==> src/rtl/regmap_serial_bridge_pkg.sv <==
// Shared widths, frame lengths, RW encoding and FSM state for the serial bridge.
// Latency: n/a (constants and types only).
// Backpressure: n/a.
package regmap_serial_bridge_pkg;

    localparam int AW      = 3;
    localparam int DW      = 4;
    localparam int WR_BITS = 1 + AW + DW;
    localparam int RD_BITS = 1 + AW;

    // The final frame bit is taken straight from SDI, so the capture register
    // only has to hold the bits before it.
    localparam int IN_W  = AW + DW - 1;
    localparam int CNT_W = $clog2(WR_BITS);

    localparam logic [CNT_W-1:0] WR_LAST = CNT_W'(WR_BITS - 1);
    localparam logic [CNT_W-1:0] RD_LAST = CNT_W'(RD_BITS - 1);
    localparam logic [CNT_W-1:0] SO_LAST = CNT_W'(DW - 1);

    localparam logic RW_WRITE = 1'b1;
    localparam logic RW_READ  = 1'b0;

    typedef enum logic [1:0] {
        ST_IDLE,
        ST_SHIFT_IN,
        ST_ACCESS,
        ST_SHIFT_OUT
    } state_t;

endpackage

==> src/rtl/regmap_serial_bridge_if.sv <==
// Serial link plus register-map parallel port of the bridge, grouped in one bundle.
// Latency: n/a (wiring only).
// Backpressure: BUSY tells the serial master that SEN/SDI are being ignored.
interface regmap_serial_bridge_if;
    import regmap_serial_bridge_pkg::*;

    logic          SEN;
    logic          SDI;
    logic          SDO;
    logic          SDO_VALID;
    logic          BUSY;
    logic          WRITE;
    logic          READ;
    logic [AW-1:0] ADDR;
    logic [DW-1:0] WRITE_DATA;
    logic [DW-1:0] READ_DATA;

    // Environment side: serial master and register map together.
    modport master (
        output SEN, SDI, READ_DATA,
        input  SDO, SDO_VALID, BUSY, WRITE, READ, ADDR, WRITE_DATA
    );

    // Bridge side.
    modport slave (
        input  SEN, SDI, READ_DATA,
        output SDO, SDO_VALID, BUSY, WRITE, READ, ADDR, WRITE_DATA
    );

endinterface

==> src/rtl/regmap_serial_shifter.sv <==
// MSB-first shift register with parallel load; load has priority over shift.
// Latency: one clock from load/shift to q_o.
// Backpressure: none; the owner gates shift_i/load_i.
module regmap_serial_shifter #(
    parameter int W = 4
) (
    input  logic         clk,
    input  logic         rst,
    input  logic         load_i,
    input  logic [W-1:0] load_dat_i,
    input  logic         shift_i,
    input  logic         sdi_i,
    output logic [W-1:0] q_o
);
    logic [W-1:0] q_q;
    logic [W-1:0] q_d;

    // Next value: parallel load wins, otherwise move one bit toward the MSB.
    always_comb begin
        q_d = q_q;
        if (load_i) begin
            q_d = load_dat_i;
        end else if (shift_i) begin
            q_d = {q_q[W-2:0], sdi_i};
        end
    end

    // State register with synchronous clear.
    always_ff @(posedge clk) begin
        if (rst) begin
            q_q <= '0;
        end else begin
            q_q <= q_d;
        end
    end

    assign q_o = q_q;

endmodule

==> src/rtl/regmap_serial_bridge.sv <==
// Bit-serial command front end driving the 3-bit-address / 4-bit-data register map.
// Latency: strobe one cycle after the last frame bit; read data leaves on SDO the cycle after READ.
// Backpressure: BUSY high during ACCESS and SHIFT_OUT; SEN/SDI presented then are dropped.
module regmap_serial_bridge
    import regmap_serial_bridge_pkg::*;
(
    input  logic                  CLK,
    input  logic                  RST,
    regmap_serial_bridge_if.slave bus
);
    state_t           state_q;
    logic             rw_q;
    logic [CNT_W-1:0] cnt_q;
    logic             write_q;
    logic             read_q;
    logic             busy_q;
    logic             sdo_valid_q;
    logic [AW-1:0]    addr_q;
    logic [DW-1:0]    wdata_q;

    logic [IN_W-1:0]  in_q;
    logic [DW-1:0]    out_q;
    logic             in_shift;
    logic             out_load;
    logic             out_shift;
    logic [CNT_W-1:0] frame_last;
    logic             unused_out_low;

    assign in_shift   = (state_q == ST_SHIFT_IN) && bus.SEN;
    assign out_load   = (state_q == ST_ACCESS) && (rw_q == RW_READ);
    assign out_shift  = (state_q == ST_SHIFT_OUT);
    assign frame_last = (rw_q == RW_WRITE) ? WR_LAST : RD_LAST;

    // Address and data bits arriving after the RW bit.
    regmap_serial_shifter #(.W(IN_W)) u_in_shift (
        .clk        (CLK),
        .rst        (RST),
        .load_i     (1'b0),
        .load_dat_i ('0),
        .shift_i    (in_shift),
        .sdi_i      (bus.SDI),
        .q_o        (in_q)
    );

    // Read data captured during ACCESS; zeros shift in behind it so SDO idles low.
    regmap_serial_shifter #(.W(DW)) u_out_shift (
        .clk        (CLK),
        .rst        (RST),
        .load_i     (out_load),
        .load_dat_i (bus.READ_DATA),
        .shift_i    (out_shift),
        .sdi_i      (1'b0),
        .q_o        (out_q)
    );

    // Lower output bits only feed the shift chain toward the MSB.
    assign unused_out_low = ^out_q[DW-2:0];

    // Frame FSM: counts bits, latches ADDR/WRITE_DATA on entry to ACCESS, pulses strobes.
    always_ff @(posedge CLK) begin
        if (RST) begin
            state_q     <= ST_IDLE;
            rw_q        <= RW_READ;
            cnt_q       <= '0;
            write_q     <= 1'b0;
            read_q      <= 1'b0;
            busy_q      <= 1'b0;
            sdo_valid_q <= 1'b0;
            addr_q      <= '0;
            wdata_q     <= '0;
        end else begin
            write_q <= 1'b0;
            read_q  <= 1'b0;
            case (state_q)
                ST_IDLE: begin
                    if (bus.SEN) begin
                        rw_q    <= bus.SDI;
                        cnt_q   <= CNT_W'(1);
                        state_q <= ST_SHIFT_IN;
                    end
                end
                ST_SHIFT_IN: begin
                    if (!bus.SEN) begin
                        state_q <= ST_IDLE;
                    end else if (cnt_q == frame_last) begin
                        state_q <= ST_ACCESS;
                        busy_q  <= 1'b1;
                        if (rw_q == RW_WRITE) begin
                            {addr_q, wdata_q} <= {in_q, bus.SDI};
                            write_q           <= 1'b1;
                        end else begin
                            addr_q <= {in_q[AW-2:0], bus.SDI};
                            read_q <= 1'b1;
                        end
                    end else begin
                        cnt_q <= cnt_q + 1'b1;
                    end
                end
                ST_ACCESS: begin
                    if (rw_q == RW_WRITE) begin
                        state_q <= ST_IDLE;
                        busy_q  <= 1'b0;
                    end else begin
                        state_q     <= ST_SHIFT_OUT;
                        sdo_valid_q <= 1'b1;
                        cnt_q       <= '0;
                    end
                end
                ST_SHIFT_OUT: begin
                    if (cnt_q == SO_LAST) begin
                        state_q     <= ST_IDLE;
                        sdo_valid_q <= 1'b0;
                        busy_q      <= 1'b0;
                    end else begin
                        cnt_q <= cnt_q + 1'b1;
                    end
                end
                default: begin
                    state_q <= ST_IDLE;
                end
            endcase
        end
    end

    assign bus.SDO        = out_q[DW-1];
    assign bus.SDO_VALID  = sdo_valid_q;
    assign bus.BUSY       = busy_q;
    assign bus.WRITE      = write_q;
    assign bus.READ       = read_q;
    assign bus.ADDR       = addr_q;
    assign bus.WRITE_DATA = wdata_q;

endmodule

==> src/flat_wrapper.sv <==
// flat-port wrapper written by rule: the top's interface ports become plain ports
module regmap_serial_bridge_flat import regmap_serial_bridge_pkg::*;
  (CLK, RST, bus_SEN, bus_SDI, bus_READ_DATA, bus_SDO, bus_SDO_VALID, bus_BUSY, bus_WRITE, bus_READ, bus_ADDR, bus_WRITE_DATA);
  regmap_serial_bridge_if bus_i ();
  input  logic CLK;
  input  logic RST;
  input wire logic [$bits(bus_i.SEN)-1:0] bus_SEN;
  input wire logic [$bits(bus_i.SDI)-1:0] bus_SDI;
  input wire logic [$bits(bus_i.READ_DATA)-1:0] bus_READ_DATA;
  output wire logic [$bits(bus_i.SDO)-1:0] bus_SDO;
  output wire logic [$bits(bus_i.SDO_VALID)-1:0] bus_SDO_VALID;
  output wire logic [$bits(bus_i.BUSY)-1:0] bus_BUSY;
  output wire logic [$bits(bus_i.WRITE)-1:0] bus_WRITE;
  output wire logic [$bits(bus_i.READ)-1:0] bus_READ;
  output wire logic [$bits(bus_i.ADDR)-1:0] bus_ADDR;
  output wire logic [$bits(bus_i.WRITE_DATA)-1:0] bus_WRITE_DATA;
  assign bus_i.SEN = bus_SEN;
  assign bus_i.SDI = bus_SDI;
  assign bus_i.READ_DATA = bus_READ_DATA;
  assign bus_SDO = bus_i.SDO;
  assign bus_SDO_VALID = bus_i.SDO_VALID;
  assign bus_BUSY = bus_i.BUSY;
  assign bus_WRITE = bus_i.WRITE;
  assign bus_READ = bus_i.READ;
  assign bus_ADDR = bus_i.ADDR;
  assign bus_WRITE_DATA = bus_i.WRITE_DATA;
  regmap_serial_bridge u_core (.CLK(CLK), .RST(RST), .bus(bus_i));
endmodule
==> config.mk <==
export PLATFORM = sky130hd
export DESIGN_NAME = regmap_serial_bridge_flat
export DESIGN_NICKNAME = d
export VERILOG_FILES = /design/src/rtl/regmap_serial_bridge_pkg.sv /design/src/rtl/regmap_serial_bridge_if.sv /design/src/rtl/regmap_serial_shifter.sv /design/src/rtl/regmap_serial_bridge.sv /design/src/flat_wrapper.sv
export SDC_FILE = /design/constraint.sdc
export NUM_CORES = 1
export LEC_CHECK = 0
export ABC_AREA = 1
export BUFFER_PORTS_ARGS = -buffer_cell sky130_fd_sc_hd__buf_2
export CAP_MARGIN = 20
export CORE_ASPECT_RATIO = 0.5
export CORE_MARGIN = 1.5
export CORE_UTILIZATION = 40
export CTS_CLUSTER_SIZE = 16
export DETAILED_ROUTE_END_ITERATION = 10
export PLACE_DENSITY = 0.72
export SYNTH_ARGS = -nofsm -noshare
export SYNTH_HDL_FRONTEND = slang
export SYNTH_SLANG_ARGS = --single-unit
==> constraint.sdc <==
create_clock -name CLK -period 1.6 [get_ports CLK]
set_input_delay 0.32 -clock CLK [delete_from_list [all_inputs] [get_ports CLK]]
set_output_delay 0.32 -clock CLK [all_outputs]
set_load 0.02 [all_outputs]
==> results.yml <==
status:
  status: "complete, no violations"
synth:
  synth.net_count: 166
  ys_seq_area_share_pct: 45.4
  synth_top_area_cell: "dfxtp_1"
  synth_flop_cell: "dfxtp_1"
  postSynthAreaPerCell_um2: 7.63
  ys_warn_count: 0
  syn_inst: 156
  netlist.area_leader.share_pct: 45.4
  synth_common_cells: "40 x nand2_1, 27 x dfxtp_1, 23 x a21oi_1"
  synth.distinct_cells: 23
  synth_edf_count: 0
  postSynth.asyncResetShare_pct: 0
  yosys-top-cells-area: "dfxtp_1 45%, nand2_1 13%, a21oi_1 9.7%, nand3_1 4.6%, o21ai_0 4.2%"
  synth.most_common_cell: "nand2_1"
  synth-seq-cells: 27
  netlist_area_um2: 1190
worst_setup_path:
  r2r_start: "u_core.cnt_q[0]"
  r2r_end: "u_core.cnt_q[0]"
  startpoint_type: "register"
  cp_max_fo: 7
  cp-end-kind: "register"
  r2r_slack_ns: 0.13
  required_ns: 1.78
  r2r_cells: 8
  arrival_ns: 1.66
  critPathKind: "register to register"
placed_design:
  post-dp-hpwl_um: 1690
  place.port_buffers: 19
  routabilityCongestion: 0.798
  placed_cells: 208
  dpl_cell_area_um2: 1310
pwr:
  p_leak_nw: 0.601
  pwr-share-seq_pct: 51.9
  netSwitchingFraction_pct: 31.1
  combPwrFrac_pct: 19.6
  peakVddDrop_v: 0.000332
  power.density_nw_per_um2: 1060
  p_switching_mw: 0.451
  internal_power_mw: 0.996
  clock_power_share_pct: 28.5
die:
  chipHeight_um: 41.6
  row_count: 13
  start_util_pct: 44.1
  num_io_pins: 20
  die_w_um: 80.1
  die_area_um2: 3330
  core-area_um2: 2700
worst_hold_path:
  min_from: "bus_READ_DATA[0]"
  hold_depth: 3
  worstHoldPathType: "input port to register"
  hold_end: "u_core.u_out_shift.q_o[0]"
global_route:
  grt_start_max_net_pins: 17
  antenna_found_initial: 0
  overflow: 0
  grt_pass1_wl_um: 3970
  grt_pass1_vias: 892
  grtUsageTotal_pct: 15.4
clocking:
  cts_tree: "built"
  clk_path_buf_depth: 2
  clk_pin_slew_ns: 0.10
  cts-root-buf: "clkbuf_8"
  numCtsBuffers: 3
  clkLatencyLatePin_ns: 0.28
  cts.sinks: 27
  htree_levels: 1
layout:
  fillers: 262
  finalInstanceArea_um2: 1360
  syn2layout_area_growth_pct: 14.2
  final_cells: 212
  drive_above_1_share_pct: 20.0
  ff_latch_area_um2: 541
  multi_input_area_um2: 576
  num_antenna_cells: 0
  final_util_pct: 50.3
  nets: 186
timing:
  timing.fmax_mhz: 679
  post-route-period-util_pct: 92.1
  fin_setup_tns_ns: 0
  slew_viol_final: 0
  slew_headroom_pct: 75.5
  rsz0062_at_grt: "false"
  fin_crit_ns: 1.47
  setup-violations-final: 0
  finalHoldViolCount: 0
  fin_skew_ns: 0.00310
  hold_slack_ns: 0.332
  worstMarginPinSlew_ns: 0.367
drt:
  vias: 1034
  first_pass_iters: 4
  post_drt_wl_per_cell_um: 11.3
  routed_via_density: 4.88
  drtIter0Drc: 57
  antenna_left: 0
  wl_um: 2390
  remaining_drc_errors: 0
run:
  cap_violations: 0
-- sequential cells by signal, indices dropped and copies added, names as in the netlist --
signal	flops
u_core.u_in_shift.q_o	6
u_core.bus.WRITE_DATA	4
u_core.u_out_shift.q_o	4
u_core.bus.ADDR	3
u_core.cnt_q	3
u_core.state_q	2
u_core.bus.BUSY	1
u_core.bus.READ	1
u_core.bus.SDO_VALID	1
u_core.bus.WRITE	1
u_core.rw_q	1
-- metal layers --
metal | share of wire [%] | global-route usage, %
met1 | 50 | 21.1
met2 | 45 | 22.9
met3 | 4.2 | 4.84
met4 | 0.59 | 5.17
met5 | 0 | 0
-- final cells by class --
| class | count | share of cell area [%] |
|---|---|---|
| multi-input cells | 112 | 42.4 |
| flip-flops and latches | 27 | 39.8 |
| repair buffers | 20 | 7.55 |
| well taps | 37 | 3.41 |
| inverters | 12 | 3.31 |
| clock buffers | 3 | 3.04 |
| clock inverters | 1 | 0.552 |
-- kinds of logic after synthesis --
family | count (synthesis) | share of synthesized area, %
AND/OR/NAND/NOR | 73 | 29.0
AO/OA/AOI/OAI | 34 | 14.5
flip-flops | 27 | 45.4
buffers and inverters | 17 | 6.41
multiplexers | 3 | 2.52
adder cells (fa/ha/maj) | 2 | 2.10
-- worst max-delay path by stage --
stage | start | to | slack [ns] | cells after the start
final | u_core.cnt_q[0] | u_core.cnt_q[0] | 0.13 | 8
after global routing | u_core.cnt_q[0] | u_core.cnt_q[0] | 0.01 | 8
after CTS | u_core.cnt_q[0] | u_core.cnt_q[0] | 0.11 | 8
after detailed placement | u_core.cnt_q[0] | u_core.cnt_q[0] | 0.13 | 8
after global placement | u_core.cnt_q[0] | u_core.cnt_q[0] | 0.13 | 8
after floorplan | u_core.cnt_q[0] | u_core.cnt_q[0] | 0.27 | 8
-- critical path: stages (launching register included) --
cell and delay [ns]:
dfxtp_1 0.35, ha_2 0.21, ha_1 0.20, nand2_1 0.10, nand2_1 0.09, nor2_4 0.20
nand3_1 0.11, nand2_1 0.07, nor2_1 0.04
-- metrics by stage --
step / worst slack, ns / power (mW)
final: 0.127 / 1.45
after global routing: 0.0149 / 1.53
after CTS: 0.114 / 1.46
after detailed placement: 0.130 / 1.05
after global placement: 0.133 / 1.04
after floorplan: 0.275 / 0.982
-- what timing repair did --
item,CTS,global route
gates resized for setup,0,1
setup buffers,0,0
setup endpoints to repair,0,1
hold endpoints to repair,0,0
hold buffers,0,0
-- layout by cell type (no fill, tap or decap) --
cell type   count
a21boi_1        1
a21oi_1        23
buf_2          19
buf_4           1
clkbuf_8        3
clkinvlp_4      1
dfxtp_1        27
ha_1            1
ha_2            1
inv_1          10
inv_2           2
mux2i_1         3
nand2_1        40
nand2_4         1
nand3_1        11
nand3_4         1
nand4_1         1
nor2_1         11
nor2_2          1
nor2_4          3
nor3_1          1
nor4_1          1
o21ai_0        10
or2_2           2
-- power by group through the flow --
stage / clock, mW / combinational, mW / sequential (mW)
global placement: 0 / 0.279 / 0.764
CTS: 0.420 / 0.285 / 0.750
floorplan: 0 / 0.207 / 0.775
finish: 0.412 / 0.284 / 0.751
detailed placement: 0 / 0.283 / 0.766
global route: 0.450 / 0.323 / 0.759
(Power assumes the default switching activity.)
